File: config.mk
export PLATFORM = sky130hd
export DESIGN_NAME = instr_fetch_ctrl
export DESIGN_NICKNAME = d
export VERILOG_FILES = /design/src/rtl/instr_fetch_ctrl.sv
export SDC_FILE = /design/constraint.sdc
export NUM_CORES = 1
export LEC_CHECK = 0
export ABC_AREA = 1
export CORE_ASPECT_RATIO = 0.6
export CORE_UTILIZATION = 55
export DETAILED_ROUTE_END_ITERATION = 6
export DONT_BUFFER_PORTS = 1
export PLACE_DENSITY = 0.77
export SLEW_MARGIN = 20
export SYNTH_ARGS = -nofsm -noshare
export SYNTH_HDL_FRONTEND = slang
export SYNTH_SLANG_ARGS = --single-unit
export TNS_END_PERCENT = 100
File: constraint.sdc
create_clock -name clk -period 4.24 [get_ports clk]
set_clock_uncertainty 0.2 [all_clocks]
set_input_delay 0.848 -clock clk [delete_from_list [all_inputs] [get_ports clk]]
set_output_delay 0.848 -clock clk [all_outputs]
set_load 0.01 [all_outputs]
File: src/rtl/instr_fetch_ctrl.sv
// Fetch sequencer: loads the program file into instruction memory, then walks pc through it
// and hands each word to decode over a valid/ready handshake, honouring branch redirects.
module instr_fetch_ctrl #(
    parameter int unsigned ADDR_W    = 9,
    parameter int unsigned INSTR_W   = 16,
    parameter int unsigned MEM_DEPTH = 400,
    parameter int unsigned RESET_PC  = 0
) (
    input  logic               clk,
    input  logic               rst,
    input  logic               mem_fin_file,
    input  logic [INSTR_W-1:0] mem_instr,
    output logic               mem_read_file,
    output logic               mem_read_mem,
    output logic [ADDR_W-1:0]  mem_pos,
    output logic [INSTR_W-1:0] instr_out,
    output logic [ADDR_W-1:0]  instr_pc,
    output logic               instr_valid,
    input  logic               instr_ready,
    input  logic               branch_en,
    input  logic [ADDR_W-1:0]  branch_target,
    output logic [ADDR_W-1:0]  prog_len,
    output logic               done,
    output logic               fetch_err
);

    localparam int unsigned       ADDR_W1 = ADDR_W + 1;
    localparam logic [ADDR_W-1:0] LEN_CAP = ADDR_W'(MEM_DEPTH);
    localparam logic [ADDR_W-1:0] PC_INIT = ADDR_W'(RESET_PC);

    typedef enum logic [2:0] {
        S_LOAD  = 3'd0,
        S_ISSUE = 3'd1,
        S_WAIT  = 3'd2,
        S_VALID = 3'd3,
        S_DONE  = 3'd4
    } state_t;

    state_t               state_q, state_d;
    logic [ADDR_W-1:0]    pc_q, pc_d;
    logic [ADDR_W-1:0]    len_q, len_d;
    logic [INSTR_W-1:0]   out_q, out_d;
    logic [ADDR_W-1:0]    ipc_q, ipc_d;
    logic                 err_q, err_d;
    logic                 load_strobe;
    logic [ADDR_W1-1:0]   pc_inc;

    // State and datapath registers
    always_ff @(posedge clk or negedge rst) begin
        if (!rst) begin
            state_q <= S_LOAD;
            pc_q    <= PC_INIT;
            len_q   <= '0;
            out_q   <= '0;
            ipc_q   <= '0;
            err_q   <= 1'b0;
        end else begin
            state_q <= state_d;
            pc_q    <= pc_d;
            len_q   <= len_d;
            out_q   <= out_d;
            ipc_q   <= ipc_d;
            err_q   <= err_d;
        end
    end

    // Next-state logic; the length cap also silences the file strobe
    always_comb begin
        state_d     = state_q;
        pc_d        = pc_q;
        len_d       = len_q;
        out_d       = out_q;
        ipc_d       = ipc_q;
        err_d       = err_q;
        load_strobe = (state_q == S_LOAD) && !mem_fin_file && (len_q < LEN_CAP);
        pc_inc      = {1'b0, pc_q} + ADDR_W1'(1);

        case (state_q)
            S_LOAD: begin
                if (load_strobe) begin
                    len_d = len_q + ADDR_W'(1);
                end
                if (mem_fin_file) begin
                    state_d = S_ISSUE;
                end else if (len_q >= LEN_CAP) begin
                    err_d   = 1'b1;
                    state_d = S_ISSUE;
                end
            end
            S_ISSUE: begin
                state_d = S_WAIT;
            end
            S_WAIT: begin
                out_d   = mem_instr;
                ipc_d   = pc_q;
                state_d = S_VALID;
            end
            S_VALID: begin
                if (instr_ready) begin
                    pc_d    = pc_inc[ADDR_W-1:0];
                    state_d = (pc_inc >= {1'b0, len_q}) ? S_DONE : S_ISSUE;
                end
            end
            S_DONE: begin
                state_d = S_DONE;
            end
            default: begin
                state_d = S_LOAD;
            end
        endcase

        // Redirect overrides the advance and drops whatever is in flight
        if (branch_en && (state_q == S_ISSUE || state_q == S_WAIT || state_q == S_VALID)) begin
            out_d = out_q;
            ipc_d = ipc_q;
            if (branch_target >= len_q) begin
                err_d   = 1'b1;
                pc_d    = pc_q;
                state_d = S_DONE;
            end else begin
                pc_d    = branch_target;
                state_d = S_ISSUE;
            end
        end
    end

    assign mem_read_file = load_strobe;
    assign mem_read_mem  = (state_q == S_ISSUE);
    assign mem_pos       = pc_q;
    assign instr_out     = out_q;
    assign instr_pc      = ipc_q;
    assign instr_valid   = (state_q == S_VALID);
    assign prog_len      = len_q;
    assign done          = (state_q == S_DONE);
    assign fetch_err     = err_q;

endmodule

Word level (Yosys, flattened, before mapping):

Index checks and enable logic that the tools add are counted.

* reduce and logical (&&, ||, !) cells: 13
* mux-type cells: 16
* add/subtract/negate cells: 2
* order comparisons: 4
* bitwise logic cells: 1
* equal/unequal tests: 7

Operator list (number)
* $mux 9: 4
* $mux 3: 6
* $pmux 3 s5: 1
* $add 9x1->10 const B: 1
* $ge 10x9->1: 1
* $add 9x1->9 const B: 1
* $ge 9x9->1: 1
* $ge 9x9->1 const B: 1
* $lt 9x9->1 const B: 1
* $eq 3x2->1 const B: 2
* $reduce_and 2->1: 3
* $mux 1: 5
* $ne 4x2->1 const B: 1
* $reduce_bool 2->1: 2
* $eq 3x1->1 const B: 1
* $eq 3x3->1 const B: 1
* $logic_and 1x1->1: 3
* $logic_not 3->1: 1
* $ne 3x1->1 const B: 1
* $reduce_and 3->1: 1
* $logic_or 1x1->1: 2
* $ne 2x2->1 const B: 1
* $logic_not 1->1: 1
* $not 1->1: 1

* register bits after elaboration: 47
* bits of input ports: 30
* output and inout bits: 48
* word-level logic and storage cells: 49

Logic depth before layout (Yosys ltp):

Gate-level depths: netlist (run 1).

* depth after elaboration: 6
* mapped depth: 15
* mapped depth without buffers: 15

Worst setup path before layout (run 1):

OpenSTA, ideal clock, no wires.

* path kind: input port to flip-flop
* start: input port branch_target[8]
* end: register pc_q[5] (netlist: mem_pos[5])
* setup slack: 1.954 ns
* stages: 10
* library setup time: 0.123 ns
* arrival: 1.963 ns
* data required time: 3.917 ns
* path buffers: 1
* cells stage by stage: ha_1 -> nand2_1 -> inv_1 -> a21oi_2 -> nand4_2 -> nand2_4 -> nand2_4 -> buf_6 -> nand2_1 -> o21ai_1

* cells in the longest elaborated chain, start to end: 3

Ends and longest elaborated chain
* start, declared: RTL line 21 `input logic [ADDR_W-1:0] branch_target,`
* $ge 9x9->1: RTL line 116 `if (branch_target >= len_q) begin`
* $ne 2x2->1 (no line)
* $reduce_and 3->1 (no line)
* end signal, assigned: RTL line 59 `pc_q <= pc_d;`
* end, declared: RTL line 40 `logic [ADDR_W-1:0] pc_q, pc_d;`

Every way passes these cells.
A chain may end at the register's enable or synchronous reset.

Worst setup path in the final report (run 1):

* start: register pc_q[0] (netlist: mem_pos[0])
* end: register state_q[2]

* cells in the longest elaborated chain, start to end: 6

Ends and longest elaborated chain
* $add 9x1->10: RTL line 76 `pc_inc = {1'b0, pc_q} + ADDR_W1'(1);`
* $ge 10x9->1: RTL line 101 `state_d = (pc_inc >= {1'b0, len_q}) ? S_DONE : S_ISSUE;`
* $mux 3: RTL line 101
* $mux 3: RTL line 99 `if (instr_ready) begin`
* $pmux 3 s5: RTL line 78 `case (state_q)`
* $mux 3: RTL line 113 `if (branch_en && (state_q == S_ISSUE || state_q == S_WAIT || state_q == S_VALID)) begin`
* end signal, assigned: RTL line 58 `state_q <= state_d;`
* end, declared: RTL line 39 `state_t state_q, state_d;`

Every way passes these cells. The select of a mux whose other input is x is not followed.

==> results.md, run 1 <==
Status:
- The flow ran to the end, and the final reports show no timing, DRC or antenna violations.

Setup path:
- The kind of start point of the critical path is a flop.
- The largest incremental delay on the critical path is 0.53 ns.
- The worst register-to-register path begins at mem_pos[0].
- The largest individual stage delay along the critical path comes from the cell sky130_fd_sc_hd__dfrtp_1.
- Counting buffers and inverters, the worst setup path is 13 cells deep.
- Data on the critical path arrives at its endpoint at 2.73 ns.
- The most repeated library cell on the critical path is sky130_fd_sc_hd__nand2_1.
- By startpoint and endpoint, the worst setup path is classified as reg2reg.
- STA puts the critical path data required time at 4.24 ns.
- The cell family contributing the most delay on the critical path is simple AND/OR/NAND/NOR gates.
- STA classifies the critical path endpoint as a flop.
- In this run the worst setup path begins at mem_pos[0].
- The signal on the critical path passes through ha_1, nand4_2, nor2_1, nand3_1, nand2_1, inv_1, ha_1, inv_1, nor2_1, nor3b_1, nand2_1, nand2_1, a21oi_1.
- Measured in cells, the most critical reg-to-reg path has a length of 13.
- The biggest fanout along the worst timing path is 6.
- Counting both buffers and inverters, the worst setup path holds a total of 2.

Route:
- The highest metal layer with signal wires is met4.
- The final routed wirelength across all metal layers is 5730 um.
- The routed wirelength normalized by instance count is 15.49 um.
- The total iterations of the first detailed-routing run is 4.
- The detailed router placed 2014 vias in this run.
- The post-detailed-route count of antenna-violating nets is 0.
- The detailed-routed wire length on met2 is 2328 um.
- In the routed design, unresolved DRC markers number 0.
- Detailed routing placed a total of 487 um of wire on met3.
- The detailed router finished its first iteration with 104 violations.
- The post-detailed-route via-to-cell ratio is 5.443.
- After detailed routing, the wire length on met1 is 2873 um.

Final layout:
- The fraction of layout cells with a size suffix above 1 is 18.24%.
- The antenna diode instance count is 0.
- The final layout contains 357 nets.
- The final instance count without filler cells is 370.
- The area growth from synthesis to layout is 5.909%.
- For this run, the share of the core covered by cells in the final layout is 62.41%.
- The most frequent standard cell in the layout excluding fill and tap cells is sky130_fd_sc_hd__nand2_1.
- The library cells used most frequently in the layout, excluding fill and tap cells, are sky130_fd_sc_hd__nand2_1 (73), sky130_fd_sc_hd__dfrtp_1 (47), sky130_fd_sc_hd__inv_1 (39), sky130_fd_sc_hd__ha_1 (21), sky130_fd_sc_hd__o21ai_0 (20).

Logic synthesis:
- The mapped cell area is 2774 um^2.
- The post-synthesis cell type count is 32.
- Dividing the synthesized area by the synthesized cell count gives 9.125 um^2.
- The cell count after synthesis is 304.
- The count of state elements after synthesis is 47.
- Of the synthesized area, sequential elements account for 42.40%.
- The number of warning messages in the yosys log is 0.
- When the netlist entered floorplanning its net count stood at 355.

Clock tree:
- Post-CTS repair changed the size of 0 cells.
- The clock buffer count from CTS is 5.
- The clock transition at the registers of the reported paths is 0.10 ns.
- The worst-skew pair later-pin latency is 0.31 ns.
- The maximum root-to-sink buffer count is 2.
- The total clock sinks is 47.
- The number of H-tree levels is 2.
- CTS placed an instance of sky130_fd_sc_hd__clkbuf_8 at the clock tree root.
- The clock tree from TritonCTS is built.
- The number of buffers inserted by post-CTS setup repair is 0.
- The count of hold buffers inserted by post-cts repair is 0.

Power:
- The largest vdd supply drop is 386.7 uV.
- Per report_power, the sequential group accounts for 44.0% of the total.
- Combinational cells account for 40.4% of the total power.
- The leakage dissipation is 1.504 nW.
- Summing internal, switching and leakage power gives 0.002176 W.
- Power spread over the standard cell area amounts to 740.7 nW/um^2.
- The clock network power share is 15.6%.
- Summed over all nets, the switching power comes to 0.0009933 W.
- The switching share of total power is 45.65%.
- Internal power comes to 0.001183 W.

Timing:
- The count of endpoints failing setup in the final report is 0.
- The worst path uses 64.49% of the clock period.
- The worst-margin pin slew is 0.6537 ns.
- Setup repair after global routing left no endpoint under its margin.
- The number of slew-limit violations in the final report came to 0.
- The minimum clock period after layout is 2.735 ns.
- The achievable clock frequency is 365.7 MHz.
- Summed over all failing endpoints, the final setup total negative slack is 0 ns.
- The worst relative slew slack is 56.37%.
- The post-route worst hold slack is 0.02151 ns.
- The final hold violation count is 0.

Global route:
- The via count of the first global-routing pass is 1774.
- The first global-routing pass estimated 9032 um of wire.
- Summed over all layers, the global routing overflow is 0.
- The largest net degree at the start of global routing is 48.
- The number of antenna violations at the first check in global routing is 0.
- Across every metal layer, demand over resource in global routing totals 22.43%.

Floorplan:
- The initial cell density of the core is 58.93%.
- The core area is 4707 um^2.
- The area of the die is 5341 um^2.
- The floorplan die height is 57.01 um.
- The row count is 19.
- The I/O pin count is 78.
- The die is 93.69 um wide.

Placed design:
- The number of port buffers is 0.
- At the end of routability-driven placement, the weighted congestion stood at 0.8343.
- The sum of net half-perimeters after detailed placement is 4449 um.
- The number of instances in the placed design is 362.

Worst hold path:
- In this run the worst hold path is classified as in2async.

Job:
- The count of max-cap constraint violations is 0.
## cell usage after synthesis
library cell	instances	share of area [%]
sky130_fd_sc_hd__nand4_2	2	0.90
sky130_fd_sc_hd__a21oi_2	1	0.32
sky130_fd_sc_hd__clkbuf_1	1	0.14
sky130_fd_sc_hd__a31oi_1	1	0.23
sky130_fd_sc_hd__o21ai_0	20	3.6
sky130_fd_sc_hd__nand3_1	9	1.6
sky130_fd_sc_hd__dfrtp_1	47	42
sky130_fd_sc_hd__nor2_4	4	1.6
sky130_fd_sc_hd__nand3_4	1	0.63
sky130_fd_sc_hd__o21ai_2	5	1.6
sky130_fd_sc_hd__a21o_1	1	0.27
sky130_fd_sc_hd__ha_1	21	9.5
sky130_fd_sc_hd__nand4_1	3	0.68
sky130_fd_sc_hd__nand2_1	73	9.9
sky130_fd_sc_hd__mux2_2	17	6.9
sky130_fd_sc_hd__a21oi_1	7	1.3
sky130_fd_sc_hd__inv_1	39	5.3
sky130_fd_sc_hd__xor2_1	9	2.8
sky130_fd_sc_hd__buf_2	3	0.54
sky130_fd_sc_hd__nand3_2	4	1.4
sky130_fd_sc_hd__nor3_1	1	0.18
sky130_fd_sc_hd__o21ai_1	2	0.36
sky130_fd_sc_hd__nand2_2	1	0.23
sky130_fd_sc_hd__inv_2	4	0.54
sky130_fd_sc_hd__nand2_4	3	1.2
sky130_fd_sc_hd__mux2i_1	4	1.4
sky130_fd_sc_hd__buf_6	1	0.41
sky130_fd_sc_hd__nor3b_1	1	0.27
sky130_fd_sc_hd__nor2_2	5	1.1
sky130_fd_sc_hd__nor2_1	12	1.6
sky130_fd_sc_hd__mux2_1	1	0.41
sky130_fd_sc_hd__o21ai_4	1	0.59
## per-stage QoR
stage | setup slack [ns] | area (um^2)
global route | 1.346 | 2938
finish | 1.506 | 2938
floorplan | 1.954 | 2774
detailed placement | 1.629 | 2823
CTS | 1.568 | 2938
global placement | 1.706 | 2823
## registers in the layout (all words and copies together) (netlist names)
| register | count |
|---|---|
| instr_out | 16 |
| mem_pos | 9 |
| state_q | 3 |
| fetch_err | 1 |
| prog_len | 9 |
| instr_pc | 9 |
## final timing paths
check                              end  slack (ns)
hold / removal             prog_len[2]        0.02
hold reg to reg            instr_pc[4]        0.37
setup / recovery            state_q[2]        1.51
max in group asynchronous   mem_pos[3]        3.72
min in group clk           instr_pc[4]        0.37
setup reg to reg            state_q[2]        1.51
## worst register-to-register path, cell delays in order (launching register included)
cell	delay [ns]
sky130_fd_sc_hd__dfrtp_1	0.53
sky130_fd_sc_hd__ha_1	0.28
sky130_fd_sc_hd__nand4_2	0.16
sky130_fd_sc_hd__nor2_1	0.16
sky130_fd_sc_hd__nand3_1	0.08
sky130_fd_sc_hd__nand2_1	0.09
sky130_fd_sc_hd__inv_1	0.04
sky130_fd_sc_hd__ha_1	0.28
sky130_fd_sc_hd__inv_1	0.06
sky130_fd_sc_hd__nor2_1	0.04
sky130_fd_sc_hd__nor3b_1	0.42
sky130_fd_sc_hd__nand2_1	0.14
sky130_fd_sc_hd__nand2_1	0.09
sky130_fd_sc_hd__a21oi_1	0.06
## area by class of cell
type                       instances  area (um^2)
fill                             388         1769
multi-input combinational        209         1406
sequential                        47         1176
inverter                          43        161.4
tap                               63        78.83
clock buffer                       5        68.82
clock inverter                     3        46.29
## metal layers
metal | track usage (%) | vias up
met1 | 34.84 | 950
met5 | 0 | -
met4 | 5.275 | 0
met3 | 7.867 | 7
li1 | - | 988
met2 | 29.61 | 69
## power by group through the flow
stage | clock [W] | combinational (W) | sequential [W]
after detailed placement | 0 | 0.000875 | 0.000967
after global placement | 0 | 0.000840 | 0.000962
after floorplan | 0 | 0.000736 | 0.000903
final | 0.000340 | 0.000879 | 0.000957
after global routing | 0.000367 | 0.000995 | 0.000992
after CTS | 0.000348 | 0.000882 | 0.000959
## cells by family (layout without fill, tap and decap cells)
group,after synthesis,in the layout,synth area share [%]
adder cells (fa/ha/maj),21,21,9.472
flip-flops,47,47,42.40
multiplexers,22,22,8.750
AND/OR/NAND/NOR,119,119,21.42
XOR/XNOR,9,9,2.842
AO/OA/AOI/OAI,38,38,8.210
buffers and inverters,48,51,6.901
Note: power is estimated with default switching activity, not from simulation.
==> run 2: changes to the inputs <==
--- a/config.mk
+++ b/config.mk
@@ -10,7 +10,7 @@
 export CORE_UTILIZATION = 55
 export DETAILED_ROUTE_END_ITERATION = 6
 export DONT_BUFFER_PORTS = 1
-export PLACE_DENSITY = 0.77
+export PLACE_DENSITY = 0.8
 export SLEW_MARGIN = 20
 export SYNTH_ARGS = -nofsm -noshare
 export SYNTH_HDL_FRONTEND = slang
==> constraint.sdc (replaced) <==
create_clock -name clk -period 2.5 [get_ports clk]
set_clock_uncertainty 0.2 [all_clocks]
set_input_delay 0.5 -clock clk [delete_from_list [all_inputs] [get_ports clk]]
set_output_delay 0.5 -clock clk [all_outputs]
set_load 0.01 [all_outputs]
==> run 2 against run 1 <==
Non-clock buffer count up 6. Count of clock-buffer cells in the layout is the same. Via count about the same. Cell count is 1.6% higher. Flip-flop and latch count did not move. Global-route usage grew 0.35 points. Combinational power grew 81%. Sequential share of layout area is 0.79 points lower. Hold slack improved by 0.11 ns. Critical path type unchanged. Highest routed layer unchanged.
==> results.md, run 2 (synthesis gave the netlist of run 1 again) <==
Status:
- The run finished with clean final reports.

Placed design:
- The global placer's final weighted congestion is 0.8210 (-1.6%).
- The number of port buffers is 0 (unchanged).
- The sum of net half-perimeters after detailed placement is 4340 um (-2.4%).

Setup path:
- The worst-path cell with the longest stage delay is sky130_fd_sc_hd__dfrtp_1.
- The buffers plus inverters on the worst setup path is 1 (-1).
- The kind of capture point of the worst setup path is a flop.
- The required time reported for the critical path endpoint was 2.55 ns (-1.69 ns).
- The largest incremental delay on the critical path came to 0.38 ns (-0.15 ns).
- The cell that appears most often on the critical path is sky130_fd_sc_hd__nand2_1.
- The kind of start point of the critical path is a flop.
- The critical setup path kind is reg2reg.
- The data arrival time at the worst-slack endpoint came to 2.42 ns (-0.31 ns).
- Among cell families on the critical path, the largest total delay comes from simple AND/OR/NAND/NOR gates.
- The critical path goes through buf_4, nand3_2, nor2_4, xor2_1, ha_1, a21o_1, nor2_1, o21ai_0, nand2_1, nand3_1, nand2_1, nand2_1, nand2_1.
- The biggest fanout along the worst timing path came to 5 (-1).

Clock tree:
- The clock buffer count from CTS was 5 (unchanged).
- The root buffer cell chosen for the clock tree is sky130_fd_sc_hd__clkbuf_8.
- The clock tree from TritonCTS is built.
- The worst-skew pair later-pin latency came to 0.31 ns (about the same).
- The maximum root-to-sink buffer count is 2 (unchanged).
- The number of H-tree levels is 2 (unchanged).
- The number of buffers inserted by post-CTS setup repair is 0 (unchanged).
- The total clock sinks is 47 (unchanged).
- The clock transition at the registers of the reported paths is 0.10 ns (about the same).

Power:
- The leakage dissipation is 1.532 nW (+1.9%).
- The total power is 0.003666 W (+68%).
- The largest vdd supply drop is 637.1 uV (+65%).
- The power per cell area is 1223 nW/um^2 (+65%).

Job:
- The count of max-cap constraint violations is 0 (unchanged).

Final layout:
- The antenna diode instance count was 0 (unchanged).
- The flip-flop count of the largest register, all copies and words added was 16 (unchanged).
- From synthesis to final layout, the design area changed by 8.029%.
- The fraction of layout cells with a size suffix above 1 is 20.45% (+2.2 points).
- The post-layout net count is 363 (+1.7%).
- The library cell used most frequently in the layout, excluding fill and tap cells, is sky130_fd_sc_hd__nand2_1.
- The library cells used most frequently in the layout, excluding fill and tap cells, are sky130_fd_sc_hd__nand2_1 (73), sky130_fd_sc_hd__dfrtp_1 (47), sky130_fd_sc_hd__inv_1 (39), sky130_fd_sc_hd__o21ai_0 (20), sky130_fd_sc_hd__ha_1 (20).
- The number of filler cells placed in the layout is 379 (-2.3%).

Global route:
- The number of antenna violations at the first check in global routing is 0 (unchanged).
- The global-route usage over all layers is 22.78% (+0.35 points).
- The remaining global-route overflow is 0 (unchanged).
- The largest net degree at the start of global routing is 48 (unchanged).
- The via count of the first global-routing pass is 1921 (+8.3%).
- The first-pass GRT wire length came to 9301 um (+3.0%).

Timing:
- The achievable clock frequency is 422.4 MHz (+16%).
- The final clock period utilization by the worst path is 94.70% (+30 points).
- The number of slew-limit violations in the final report is 0 (unchanged).
- The worst-margin pin slew is 0.5649 ns (-0.08882 ns).
- The worst relative slew slack was 62.30% (+5.9 points).
- The final hold violation count is 0 (unchanged).
- The total negative slack for setup checks came to 0 ns (unchanged).
- The minimum clock period after layout is 2.367 ns (-0.3671 ns).
- Setup repair after global routing left no endpoint under its margin.
- The count of endpoints failing setup in the final report was 0 (unchanged).

Floorplan:
- The floorplan die height came to 57.01 um (unchanged).
- The initial cell density of the core is 58.93% (unchanged).
- The row count is 19 (unchanged).
- The I/O pin count is 78 (unchanged).
- The area of the die was 5341 um^2 (unchanged).
- The x dimension of the die came to 93.69 um (unchanged).
- The core area is 4707 um^2 (unchanged).

Route:
- The post-detailed-route count of antenna-violating nets is 0 (unchanged).
- The number of DRC markers after the initial detailed-route iteration is 105 (+0.96%).
- The post-detailed-route via-to-cell ratio came to 5.351 (-1.7%).
- The number of remaining DRC errors was 0 (unchanged).
- The routed wirelength normalized by instance count is 15.13 um (-2.3%).
- The final routed wirelength across all metal layers is 5687 um (-0.75%).
- The total number of vias came to 2012 (-0.099%).
- The total iterations of the first detailed-routing run is 5 (+1).

Worst hold path:
- The path class of the tightest hold or removal check is in2reg.
run 2: cell types whose count changed in the layout (fill, tap and decap cells not counted), sizes merged:
cell         previous run  this run
buf                     0         5
bufinv                  1         0
dlygate4sd3             0         1
inv                    44        45
run 2: final timing paths:
check / depth (start not counted) / from / end / slack, ns
worst max register to register: 13 / mem_pos[0] / state_q[0] / 0.13
worst min register to register: 2 / instr_pc[4] / instr_pc[4] / 0.37
worst max-delay path: 13 / mem_pos[0] / state_q[0] / 0.13
worst min-delay path: 1 / mem_instr[3] / instr_out[3] / 0.13
max in group asynchronous: 2 / rst / mem_pos[2] / 1.38
min in group asynchronous: 2 / rst / fetch_err / 0.51
run 2: timing repair:
action	CTS	global route
endpoints found under the hold margin	47	0
endpoints found under the setup margin	1	2
gates resized for setup	1	2
hold buffers	2	0
pin swaps	0	0
gates cloned	0	0
run 2: where the power goes:
group | switching (W) | internal (W)
Combinational | 0.000950 | 0.000643
Sequential | 0.000480 | 0.00110
Clock | 0.000284 | 0.000208
run 2: cell type report:
| class | count | area, um^2 | share of cell area, % |
|---|---|---|---|
| Clock buffer | 5 | 68.82 | 2.296 |
| Clock inverter | 3 | 27.53 | 0.9186 |
| Inverter | 43 | 161.4 | 5.386 |
| Multi-Input combinational cell | 209 | 1416 | 47.27 |
| Sequential cell | 47 | 1176 | 39.25 |
| Tap cell | 63 | 78.83 | 2.630 |
| Timing Repair Buffer | 6 | 67.56 | 2.255 |
run 2: metal layers:
metal / track usage (%) / up-vias / share of wire [%]
met3: 8.933 / 3 / 11
li1: - / 999 / -
met1: 32.81 / 931 / 46
met4: 2.198 / 0 / 0.21
met5: 0 / - / 0
met2: 33.99 / 79 / 43
run 2: stage by stage:
step / hold WS [ns] / instance area (um^2) / worst slack [ns] / cells / util (%)
final: 0.1341 / 2997 / 0.1326 / 376 / 63.66
after global routing: 0.1261 / 2997 / 0.002312 / 376 / 63.66
after CTS: 0.1306 / 2992 / 0.1272 / 376 / 63.56
after detailed placement: 0.005640 / 2853 / 0.02964 / 366 / 60.61
after global placement: 0.005613 / 2853 / 0.2046 / 366 / 60.61
after floorplan: 0.004409 / 2774 / 0.2775 / 304 / -
==> run 3: changes to the inputs <==
--- a/config.mk
+++ b/config.mk
@@ -6,11 +6,13 @@
 export NUM_CORES = 1
 export LEC_CHECK = 0
 export ABC_AREA = 1
+export CELL_PAD_IN_SITES_DETAIL_PLACEMENT = 2
+export CELL_PAD_IN_SITES_GLOBAL_PLACEMENT = 2
 export CORE_ASPECT_RATIO = 0.6
-export CORE_UTILIZATION = 55
+export CORE_UTILIZATION = 34
 export DETAILED_ROUTE_END_ITERATION = 6
 export DONT_BUFFER_PORTS = 1
-export PLACE_DENSITY = 0.8
+export PLACE_DENSITY = 0.83
 export SLEW_MARGIN = 20
 export SYNTH_ARGS = -nofsm -noshare
 export SYNTH_HDL_FRONTEND = slang
==> run 3 against run 2 <==
Core utilization fell by 23 points. Flip-flop and latch count did not move. Sequential share of layout area fell by 2.8 points. Cell count rose by 15%. Non-clock buffer count rose by 10. Wire length rose by 37%. Hold slack improved by 0.010 ns. First-iteration DRC count fell by 31%. Via count rose by 5.8%. Maximum frequency rose by 0.38%. Largest power group unchanged.
==> results.md, run 3 (synthesis gave the netlist of run 1 again) <==
Setup path:
- The critical path endpoint is state_q[0].
- The kind of cell with the highest combined delay along the critical path is simple AND/OR/NAND/NOR gates.
- The worst setup path is captured at a flop.
- The origin of the critical flop-to-flop path is mem_pos[1].
- STA classifies the critical path startpoint as a flop.
- Tracing the worst setup path back leads to its startpoint at mem_pos[1].
- The worst reg-to-reg setup slack is 0.14 ns (about the same).
- The data arrival time at the worst-slack endpoint came to 2.34 ns (-0.08 ns).
- Walking the worst path, the cells encountered are ha_4, nand4_4, nor2_4, nand3_1, nand2_1, inv_1, ha_1, inv_1, nor2_1, nor3b_2, buf_4, nand3_1, nand2_1, nand2_1, nand2_1.
- The most numerous cell type found on the critical path is sky130_fd_sc_hd__nand2_1.
- The slowest stage of the critical path is the sky130_fd_sc_hd__dfrtp_1 cell.
- The depth of the critical timing path with buffers and inverters included came to 15 (+2).
- The biggest fanout along the worst timing path is 4 (-1).
- The depth of the worst register-to-register path is 15 (+2).
- The critical setup path kind is reg2reg.
- The required time reported for the critical path endpoint came to 2.48 ns (-0.07 ns).
- The largest incremental delay on the critical path is 0.42 ns (+0.04 ns).
- The buffers plus inverters on the worst setup path is 3 (+2).
- The endpoint identified for the worst register-to-register timing path is state_q[0].

Final layout:
- The antenna diode instance count is 0 (unchanged).
- The most frequent standard cell in the layout excluding fill and tap cells is sky130_fd_sc_hd__nand2_1.
- The area growth from synthesis to layout is 16.69%.
- The fraction of layout cells with a size suffix above 1 is 24.46% (+4.0 points).
- The flip-flop count of the largest register, all copies and words added was 16 (unchanged).
- The final instance count without filler cells is 431 (+15%).
- The post-layout net count came to 373 (+2.8%).
- The top cell types in the final layout, fill and taps aside, are sky130_fd_sc_hd__nand2_1 (72), sky130_fd_sc_hd__dfrtp_1 (44), sky130_fd_sc_hd__inv_1 (39), sky130_fd_sc_hd__ha_1 (20), sky130_fd_sc_hd__o21ai_0 (19).
- The final standard cell utilization of the core is 41.06% (-23 points).

Global route:
- The global-route usage over all layers is 18.96% (-3.8 points).
- The global routing usage on met1 is 24.50% (-8.3 points).
- The busiest layer in global routing is met2.
- The via count of the first global-routing pass was 2396 (+25%).
- The first-pass GRT wire length is 12430 um (+34%).
- The largest net degree at the start of global routing is 48 (unchanged).
- The number of antenna violations at the first check in global routing is 0 (unchanged).
- The global-route met2 utilization came to 31.32% (-2.7 points).
- The met3 capacity usage during global routing is 7.311% (-1.6 points).
- The remaining global-route overflow is 0 (unchanged).

Timing:
- The worst relative slew slack is 61.89% (-0.40 points).
- The minimum clock period after layout is 2.358 ns (-0.009042 ns).
- The number of slew-limit violations in the final report is 0 (unchanged).
- The final clock period utilization by the worst path is 94.33% (-0.36 points).
- The post-route worst hold slack was 0.1442 ns (+0.01011 ns).
- Setup repair after global routing could not meet its margin everywhere.
- The count of endpoints failing setup in the final report is 0 (unchanged).
- The final hold violation count is 0 (unchanged).
- The worst-margin pin slew is 0.5709 ns (+0.006059 ns).
- The total negative slack for setup checks came to 0 ns (unchanged).
- The achievable clock frequency is 424.0 MHz (+0.38%).
- The final critical-path setup slack came to 0.1416 ns (+0.009042 ns).

Route:
- The post-detailed-route count of antenna-violating nets is 0 (unchanged).
- The routed wirelength normalized by instance count was 18.13 um (+20%).
- The total number of vias is 2128 (+5.8%).
- The final routed wirelength across all metal layers is 7812 um (+37%).
- The total iterations of the first detailed-routing run is 4 (-1).
- The post-detailed-route via-to-cell ratio is 4.937 (-7.7%).
- The number of remaining DRC errors is 0 (unchanged).
- The number of DRC markers after the initial detailed-route iteration is 72 (-31%).

Floorplan:
- The x dimension of the die is 118.6 um (+27%).
- The floorplan die height is 71.97 um (+26%).
- The I/O pin count is 78 (unchanged).
- The area of the die is 8536 um^2 (+60%).
- The initial cell density of the core was 35.19% (-24 points).
- The row count is 25 (+6).
- The core area is 7883 um^2 (+67%).

Placed design:
- The number of port buffers is 0 (unchanged).
- The sum of net half-perimeters after detailed placement came to 6287 um (+45%).
- The global placer's final weighted congestion was 0.7223 (-12%).
- The post-placement setup slack is 0.02637 ns (-0.003263 ns).
- The number of instances in the placed design came to 420 (+15%).

Clock tree:
- Clock tree synthesis selected as its root buffer the cell sky130_fd_sc_hd__clkbuf_16.
- TritonCTS built the clock tree.
- The clock buffer count from CTS is 5 (unchanged).
- The number of H-tree levels is 2 (unchanged).
- The total clock sinks was 47 (unchanged).
- The maximum root-to-sink buffer count is 2 (unchanged).
- The worst-skew pair later-pin latency is 0.29 ns (-0.02 ns).
- The clock transition at the registers of the reported paths is 0.07 ns (-0.03 ns).

Power:
- The switching share of total power came to 44.91% (-1.8 points).
- The net switching component of the power is 0.001910 W (+11%).
- The share of total power in sequential cells came to 36.4% (-6.7 points).
- The internal power of the cells is 0.002343 W (+20%).
- The clock network power share was 18.5% (+5.1 points).
- The power per cell area was 1314 nW/um^2 (+7.4%).
- The largest vdd supply drop is 512.0 uV (-20%).
- The power share of the combinational group is 45.1% (+1.6 points).
- The leakage dissipation is 1.608 nW (+5.0%).

Worst hold path:
- The tightest min-delay check is of the in2reg type.
- The worst hold path stage count is 1 (unchanged).

Status:
- The flow ran to the end, and the final reports show no timing, DRC or antenna violations.

Job:
- The count of max-cap constraint violations was 0 (unchanged).
## run 3: per-layer routing
| layer | share of wire, % | vias to the layer above |
|---|---|---|
| li1 | - | 1017 |
| met1 | 46 | 1053 |
| met2 | 46 | 56 |
| met3 | 8.4 | 2 |
| met4 | 0.051 | 0 |
| met5 | 0 | - |
## run 3: repair_timing
item,4_1_cts,5_1_grt
pin swaps,1,0
setup buffers,0,1
gates resized for setup,4,8
setup endpoints to repair,2,2
hold buffers,2,0
endpoints found under the hold margin,47,0
## run 3: final cells by class
type / instances / area [um^2]
fill: 870 / 4646
multi-input combinational: 209 / 1446
sequential: 47 / 1180
inverter: 43 / 161.4
timing repair buffer: 16 / 142.6
tap: 108 / 135.1
clock buffer: 5 / 125.1
clock inverter: 3 / 46.29
## run 3: stage by stage
step                instance area [um^2]  total power, W
finish                              3237        0.004252
global placement                    2977        0.003243
detailed placement                  2977        0.003412
floorplan                           2774        0.002779
CTS                                 3204        0.004266
global route                        3237        0.004570
## run 3: power groups by stage
stage	Sequential [W]	Combinational, W	Clock [W]
2_1_floorplan	0.00153	0.00125	0
6_report	0.00155	0.00192	0.000785
3_5_place_dp	0.00154	0.00187	0
5_1_grt	0.00160	0.00215	0.000821
3_3_place_gp	0.00152	0.00172	0
4_1_cts	0.00154	0.00192	0.000806
## run 3: how the worst min path moves through the flow
stage                  from      endpoint  slack (ns)
3_3_place_gp            rst   prog_len[5]       0.006
6_report       mem_instr[3]  instr_out[3]        0.14
4_1_cts        mem_instr[3]  instr_out[3]        0.14
2_1_floorplan           rst     fetch_err       0.004
3_5_place_dp            rst   prog_len[6]       0.006
5_1_grt        mem_instr[3]  instr_out[3]        0.14
